`config.mk`:
```
export PLATFORM = sky130hd
export DESIGN_NAME = alu_sweeper
export DESIGN_NICKNAME = d
export VERILOG_FILES = /design/src/rtl/alu_pkg.sv /design/src/rtl/alu_golden.sv /design/src/rtl/alu_sweeper.sv
export SDC_FILE = /design/constraint.sdc
export NUM_CORES = 1
export LEC_CHECK = 0
export CAP_MARGIN = 20
export CORE_UTILIZATION = 30
export DETAILED_ROUTE_END_ITERATION = 10
export PLACE_DENSITY = 0.49
export SYNTH_ARGS = -nofsm -noshare
export SYNTH_HDL_FRONTEND = slang
export SYNTH_SLANG_ARGS = --single-unit
export TNS_END_PERCENT = 10
```
`constraint.sdc`:
```
create_clock -name clk -period 3.5 [get_ports clk]
set_clock_uncertainty 0.1 [all_clocks]
set_input_delay 0.525 -clock clk [delete_from_list [all_inputs] [get_ports clk]]
set_output_delay 0.525 -clock clk [all_outputs]
set_load 0.01 [all_outputs]
```
`src/rtl/alu_pkg.sv`:
```
// Shared definitions for the 4-bit ALU and its sweep checker.
package alu_pkg;

  localparam int W     = 4;
  localparam int IDX_W = 11;

  localparam logic [IDX_W-1:0] IDX_LAST = 11'h7FF;

  localparam logic [2:0] OP_ADD = 3'b000;
  localparam logic [2:0] OP_SUB = 3'b001;
  localparam logic [2:0] OP_NOT = 3'b010;
  localparam logic [2:0] OP_AND = 3'b011;
  localparam logic [2:0] OP_OR  = 3'b100;
  localparam logic [2:0] OP_XOR = 3'b101;
  localparam logic [2:0] OP_LT  = 3'b110;
  localparam logic [2:0] OP_EQ  = 3'b111;

  typedef enum logic [1:0] {IDLE, APPLY, CHECK, DONE} state_t;

endpackage

```
`src/rtl/alu_golden.sv`:
```
// Combinational reference ALU the sweeper compares the real ALU against.
module alu_golden
  import alu_pkg::*;
(
  input  logic [2:0]   ctrl,
  input  logic [W-1:0] a,
  input  logic [W-1:0] b,
  output logic [W-1:0] res,
  output logic         car,
  output logic         of
);

  logic [W:0] sum;
  logic [W:0] diff;

  assign sum  = {1'b0, a} + {1'b0, b};
  // subtract as a + ~b + 1 so car reads as "no borrow"
  assign diff = {1'b0, a} + {1'b0, ~b} + 5'd1;

  // opcode decode; flags stay 0 for everything but add/sub
  always_comb begin
    res = '0;
    car = 1'b0;
    of  = 1'b0;
    case (ctrl)
      OP_ADD: begin
        {car, res} = sum;
        of = (a[W-1] == b[W-1]) & (sum[W-1] != a[W-1]);
      end
      OP_SUB: begin
        {car, res} = diff;
        of = (a[W-1] != b[W-1]) & (diff[W-1] != a[W-1]);
      end
      OP_NOT:  res = ~a;
      OP_AND:  res = a & b;
      OP_OR:   res = a | b;
      OP_XOR:  res = a ^ b;
      OP_LT:   res = {3'b000, ($signed(a) < $signed(b))};
      OP_EQ:   res = {3'b000, (a == b)};
      default: res = '0;
    endcase
  end

endmodule

```
`src/rtl/alu_sweeper.sv`:
```
// Exhaustive (ctrl,a,b) sweep of the external ALU with error count and
// first-failing-vector capture.
module alu_sweeper
  import alu_pkg::*;
#(
  parameter int SETTLE = 1
) (
  input  logic         clk,
  input  logic         rst_n,
  input  logic         start,
  output logic [W-1:0] a,
  output logic [W-1:0] b,
  output logic [2:0]   ctrl,
  input  logic [W-1:0] res,
  input  logic         car,
  input  logic         of,
  output logic         busy,
  output logic         done,
  output logic         pass,
  output logic [11:0]  err_cnt,
  output logic [10:0]  first_fail
);

  localparam logic [3:0] CNT_LAST = 4'(SETTLE - 1);

  state_t           state, nstate;
  logic [IDX_W-1:0] idx;
  logic [3:0]       cnt;
  logic [W-1:0]     smp_res;
  logic             smp_car, smp_of;
  logic [W-1:0]     g_res;
  logic             g_car, g_of;
  logic             go, last, mism;

  // vector fields are driven straight from the registered index
  assign ctrl = idx[10:8];
  assign a    = idx[7:4];
  assign b    = idx[3:0];

  alu_golden u_gold (
    .ctrl (ctrl),
    .a    (a),
    .b    (b),
    .res  (g_res),
    .car  (g_car),
    .of   (g_of)
  );

  assign go   = start & ((state == IDLE) | (state == DONE));
  assign last = (cnt == CNT_LAST);
  assign mism = {smp_res, smp_car, smp_of} != {g_res, g_car, g_of};

  assign busy = (state == APPLY) | (state == CHECK);
  assign done = (state == DONE);
  assign pass = done & (err_cnt == 12'd0);

  // state register
  always_ff @(posedge clk or negedge rst_n) begin
    if (!rst_n) state <= IDLE;
    else        state <= nstate;
  end

  // next state; start is only honoured from IDLE or DONE
  always_comb begin
    nstate = state;
    case (state)
      IDLE:    if (go) nstate = APPLY;
      APPLY:   if (last) nstate = CHECK;
      CHECK:   nstate = (idx == IDX_LAST) ? DONE : APPLY;
      DONE:    if (go) nstate = APPLY;
      default: nstate = IDLE;
    endcase
  end

  // index, settle counter, sample capture and error bookkeeping
  always_ff @(posedge clk or negedge rst_n) begin
    if (!rst_n) begin
      idx        <= '0;
      cnt        <= '0;
      smp_res    <= '0;
      smp_car    <= 1'b0;
      smp_of     <= 1'b0;
      err_cnt    <= '0;
      first_fail <= '0;
    end else begin
      case (state)
        IDLE, DONE: begin
          if (go) begin
            idx        <= '0;
            cnt        <= '0;
            err_cnt    <= '0;
            first_fail <= '0;
          end
        end
        APPLY: begin
          if (last) begin
            cnt     <= '0;
            smp_res <= res;
            smp_car <= car;
            smp_of  <= of;
          end else begin
            cnt <= cnt + 4'd1;
          end
        end
        CHECK: begin
          if (mism) begin
            err_cnt <= err_cnt + 12'd1;
            if (err_cnt == 12'd0) first_fail <= idx;
          end
          if (idx != IDX_LAST) idx <= idx + 11'd1;
        end
        default: ;
      endcase
    end
  end

endmodule

```
== Yosys cells after proc, flatten, opt, wreduce, memory -nomap -nowiden ==
Cells that the tools add are included.
Word-level totals
  register bits after elaboration: 46
  input port bits: 9
  output and inout port bits: 37
  logic and storage cells: 81
Operators by class
  $add $sub $neg: 6
  magnitude comparators: 1
  eq/ne operators: 23
  multiplexer cells: 19
  bitwise logic cells: 11
  reduce and logical (&&, ||, !) cells: 13
Operators with widths (number)
  2-to-1 mux 11 bit: 4
  one-hot mux 11 bit (2 select lines): 2
  one-hot mux 4 bit (8 select lines): 1
  2-to-1 mux 12 bit: 2
  one-hot mux 12 bit (2 select lines): 1
  adder 12 x 1 -> 12 bit (second input constant): 1
  == test 3 bit (second input constant): 4
  logical NOT 12 bit: 1
  adder 11 x 1 -> 11 bit (second input constant): 1
  == test 11 bit (second input constant): 1
  inequality test 11 bit (second input constant): 1
  adder 4 x 4 -> 5 bit: 2
  2-to-1 mux 4 bit: 2
  inverter 4 bit: 2
  one-hot mux 4 bit (2 select lines): 1
  == test 3 x 2 -> 1 bit (second input constant): 2
  2-to-1 mux 2 bit: 3
  inequality test 2 x 1 -> 1 bit (second input constant): 3
  inequality test 6 bit: 1
  one-hot mux 2 bit (3 select lines): 1
  AND reduction 2 bit: 3
  AND reduction 3 bit: 2
  adder 5 x 1 -> 5 bit (second input constant): 1
  adder 4 x 1 -> 4 bit (second input constant): 1
  other kinds (20): 30

== Longest topological paths before layout ==
  word-level depth: 9
  mapped depth: 13
  gate-level depth less buffers: 12

== Cells and area by module ==
From an unflattened synthesis, not the netlist that was laid out.
Unflattened totals
  cells, all modules: 355
  area total of the unflattened synthesis: 3205.6 µm²
By module, submodules not included
  alu_sweeper: times used 1, cells an instance 260, area each 2514.9 µm²
  alu_golden: times used 1, cells an instance 95, area each 690.7 µm²

== Worst setup path before layout ==
OpenSTA, ideal clock, no wires.
  path type: register -> register
  start point: register idx[5]
  end point: register first_fail[10]
  arrival: 3093 ps
  data required time: 3321 ps
  slack: 228 ps
  cell stages (with the launch flop): 13
  path buffers: 2
  clock period less this slack: 3272 ps
  cell sequence: dfrtp_1 > clkbuf_1 > inv_1 > ha_1 > nor3_2 > o31a_1 > mux4_2 > and3_4 > o211ai_2 > nor3_2 > a2111oi_4 > buf_6 > mux2i_1
Between the ends
  cells in the longest elaborated chain, start to end: 8
  elaborated cells between the ends (all ways): 19
  classes of those cells: 3 x add/sub; 1 x order compare; 5 x eq/ne; 3 x mux; 6 x bitwise; 1 x reduce/logical
RTL lines
  start: declaration: RTL line alu_sweeper.sv:27  | logic [IDX_W-1:0] idx;
  start signal: assignment: RTL line alu_sweeper.sv:110  | if (idx != IDX_LAST) idx <= idx + 11'd1;
  adder 4 x 4 -> 5 bit: RTL line alu_golden.sv:18  | assign diff = {1'b0, a} + {1'b0, ~b} + 5'd1;
  adder 5 x 1 -> 5 bit: RTL line alu_golden.sv:18
  inequality test 1 bit: RTL line alu_golden.sv:32  | of = (a[W-1] != b[W-1]) & (diff[W-1] != a[W-1]);
  bitwise AND 1 bit: RTL line alu_golden.sv:32
  one-hot mux 1 bit (2 select lines): RTL line alu_golden.sv:25  | case (ctrl)
  inequality test 6 bit *: RTL line alu_sweeper.sv:51  | assign mism = {smp_res, smp_car, smp_of} != {g_res, g_car, g_of};
  inequality test 2 bit (no line) *
  AND reduction 4 bit (no line) *
  end signal: assignment: RTL line alu_sweeper.sv:108  | if (err_cnt == 12'd0) first_fail <= idx;
  end: declaration: RTL line alu_sweeper.sv:21  | output logic [10:0] first_fail
Mark *: on every way between the ends. The rest lies on a longest branch, timed or not.
A chain may end at the register's enable or synchronous reset.

== Worst setup path in the final report ==
  start point: register idx[4]
  end point: register first_fail[10]
Same word-level chain as after synthesis.

==> results.yml <==
worst_setup_path:
  startpoint: "idx[4]"
  slowest_delay_ns: 0.47
  crit_top_cell: "inv_1"
  path_cells: "inv_1 > ha_1 > inv_1 > fa_1 > or3_1 > a21oi_1 > o22ai_1 > xor2_1 > o211ai_2 > nor3_2 > a2111oi_4 > buf_6 > mux2i_1"
  rr_worst_depth: 13
  slowest_stage: "dfrtp_1"
  critPathTopFamily: "compound AO/OA/AOI/OAI gates"
  worstPathMaxFanout: 11
  critPathCaptureType: "register"
  path_class: "reg2reg"
  crit_arrival_ns: 3.40
  reg2reg_from: "idx[4]"
  crit_path_start_kind: "register"
  cp.depth: 13
  worstPathRequired_ns: 3.62
  worst-path-buf-inv: 3
  reg2reg_slack_ns: 0.22
sta:
  period_needed_ns: 3.277
  setup_tns_ns: 0
  tightest_slew_ns: 0.5290
  rsz0062_at_grt: "false"
  min_period_over_period_pct: 93.62
  slew_headroom_pct: 64.73
  finalSetupViolCount: 0
  maxSlewViolCount: 0
  finalHoldViolations: 0
  max_freq_ghz: 0.3052
clock_tree:
  clkTransAtPathRegs_ns: 0.09
  cts_tree: "built"
  cts.path.max_buffers: 2
  root_buffer: "clkbuf_8"
  cts.sinks: 46
  cts_resized: 0
  clock_latency_ns: 0.30
  cts_buffers: 5
  postCtsSetupBuffers: 0
  hold_buffers: 0
  htreeDepth: 2
synthesis:
  ys_top_cells_by_area: "dfrtp_1 (38%), ha_1 (8.2%), mux2i_1 (4.3%)"
  synth.most_common_cell: "dfrtp_1"
  ys_top_cells_by_count: "dfrtp_1 (46), inv_1 (32), nand2_1 (29)"
  yosysTopAreaCellShare_pct: 37.88
  ys_async_sr_fraction_pct: 100.0
  ys.flop_type: "dfrtp_1"
  yosys.area.top_type: "dfrtp_1"
  synth_edf_count: 0
  syn-num-nets: 363
  ys_seq_area_share_pct: 37.88
  synth.avg_cell_area_sq_um: 9.154
  synth_seq_cells: 46
  netlist_area_sq_mm: 0.003039
  syn_inst: 332
  synth_warnings: 0
  synth_cell_types: 52
drt:
  drtAntennaViolNets: 0
  firstDrtPassIters: 4
  vias_per_cell: 5.045
  initialDrtViolationCount: 108
  vias: 2593
  route.detailed.wl_per_inst_um: 15.32
  totalWireLength_um: 7872
  drc: 0
pwr:
  leakage_nw: 1.589
  powerDensity_mw_per_mm2: 550.8
  total_power_mw: 2.073
  vdd_drop_max_uv: 252.3
global_routing:
  gr-usage-all-layers_pct: 16.00
  grt_max_degree: 47
  grt_overflow: 0
  grt_pass1_vias: 2525
  grt_pass1_wl_um: 13270
  antenna_found_initial: 0
min_path:
  hp-class: "in2async"
floorplan:
  start_util_pct: 31.09
  rows: 36
  dieArea_sq_mm: 0.01054
  fp.coreArea_sq_mm: 0.009774
  io_pins: 46
  die_y_um: 102.7
  die_x_um: 102.7
layout:
  seqCellArea_sq_mm: 0.001152
  final_layout_size_suffix_gt1_share_pct: 9.711
  fin_cells: 514
  multi_input_area_sq_mm: 0.001672
  fillers: 986
  diodes: 0
  final_core_util_pct: 38.50
  area_growth_pct: 23.84
  fin_nets: 411
status:
  status: "finished, final reports clean"
placement:
  port_buffers: 45
  place.gp.congestion: 0.8254
  place_inst: 505
  dp.final_hpwl_um: 5691
flow_run:
  maxCapViolations: 0
## state kept, by name (all words and copies together), names as in the netlist
name        cells
cnt             4
err_cnt        12
first_fail     11
idx            11
smp_car         1
smp_of          1
smp_res         4
state           2
## placed cells by master, fill, tap and decap left out, drive strengths merged, types with 13 or more instances in the layout
cell type and instances:
dfrtp 46, clkdlybuf4s50 44, inv 32, nand2 29, o21ai 23, nor2 21
ha 20, a21oi 17, buf 15, mux2i 13
## routing by layer
metal	up-vias	global-route usage, %	wire length (um)
met1	1263	22.66	3803
met2	68	26.15	3673
li1	1253	-	-
met3	9	2.508	346
met5	-	0	0
met4	0	2.418	48
## power breakdown
| part | internal (mW) | switching (mW) |
|---|---|---|
| Combinational | 0.444 | 0.630 |
| Clock | 0.141 | 0.190 |
| Sequential | 0.603 | 0.0654 |
| Total | 1.19 | 0.885 |
## worst paths after layout
kind | to
setup / recovery | first_fail[10]
hold / removal | err_cnt[11]
setup reg to reg | first_fail[10]
hold reg to reg | cnt[3]
max in group asynchronous | idx[7]
min in group clk | cnt[3]
## final cells by class
class	count	share of cell area, %
multi-input combinational	236	44.41
sequential	46	30.62
timing repair buffer	59	15.06
tap	133	4.422
inverter	32	3.191
clock buffer	6	1.928
clock inverter	2	0.3657
## through the flow
step	setup WS [ns]	hold WS, ns	area [sq um]
after CTS	0.1355	0.3575	3739
after global placement	0.2348	0.3707	3652
after floorplan	0.2280	0.1294	3039
after global routing	0.03832	0.1083	3764
after detailed placement	0.1954	0.3770	3652
final	0.2232	0.06996	3764
## kinds of logic after synthesis
group / Yosys count / synth area share [%]
buffers and inverters: 50 / 7.122
adder cells (fa/ha/maj): 22 / 9.551
AND/OR/NAND/NOR: 112 / 19.18
XOR/XNOR: 14 / 4.282
multiplexers: 20 / 7.245
AO/OA/AOI/OAI: 68 / 14.74
flip-flops: 46 / 37.88
## worst register-to-register path, delay by kind of cell (launching register included)
family / cells / cell delay, ns
buffers and inverters: 3 / 0.45
AO/OA/AOI/OAI: 4 / 0.67
multiplexers: 1 / 0.23
flip-flops: 1 / 0.47
XOR/XNOR: 1 / 0.19
AND/OR/NAND/NOR: 2 / 0.47
adder cells (fa/ha/maj): 2 / 0.63
(Power assumes the default switching activity.)
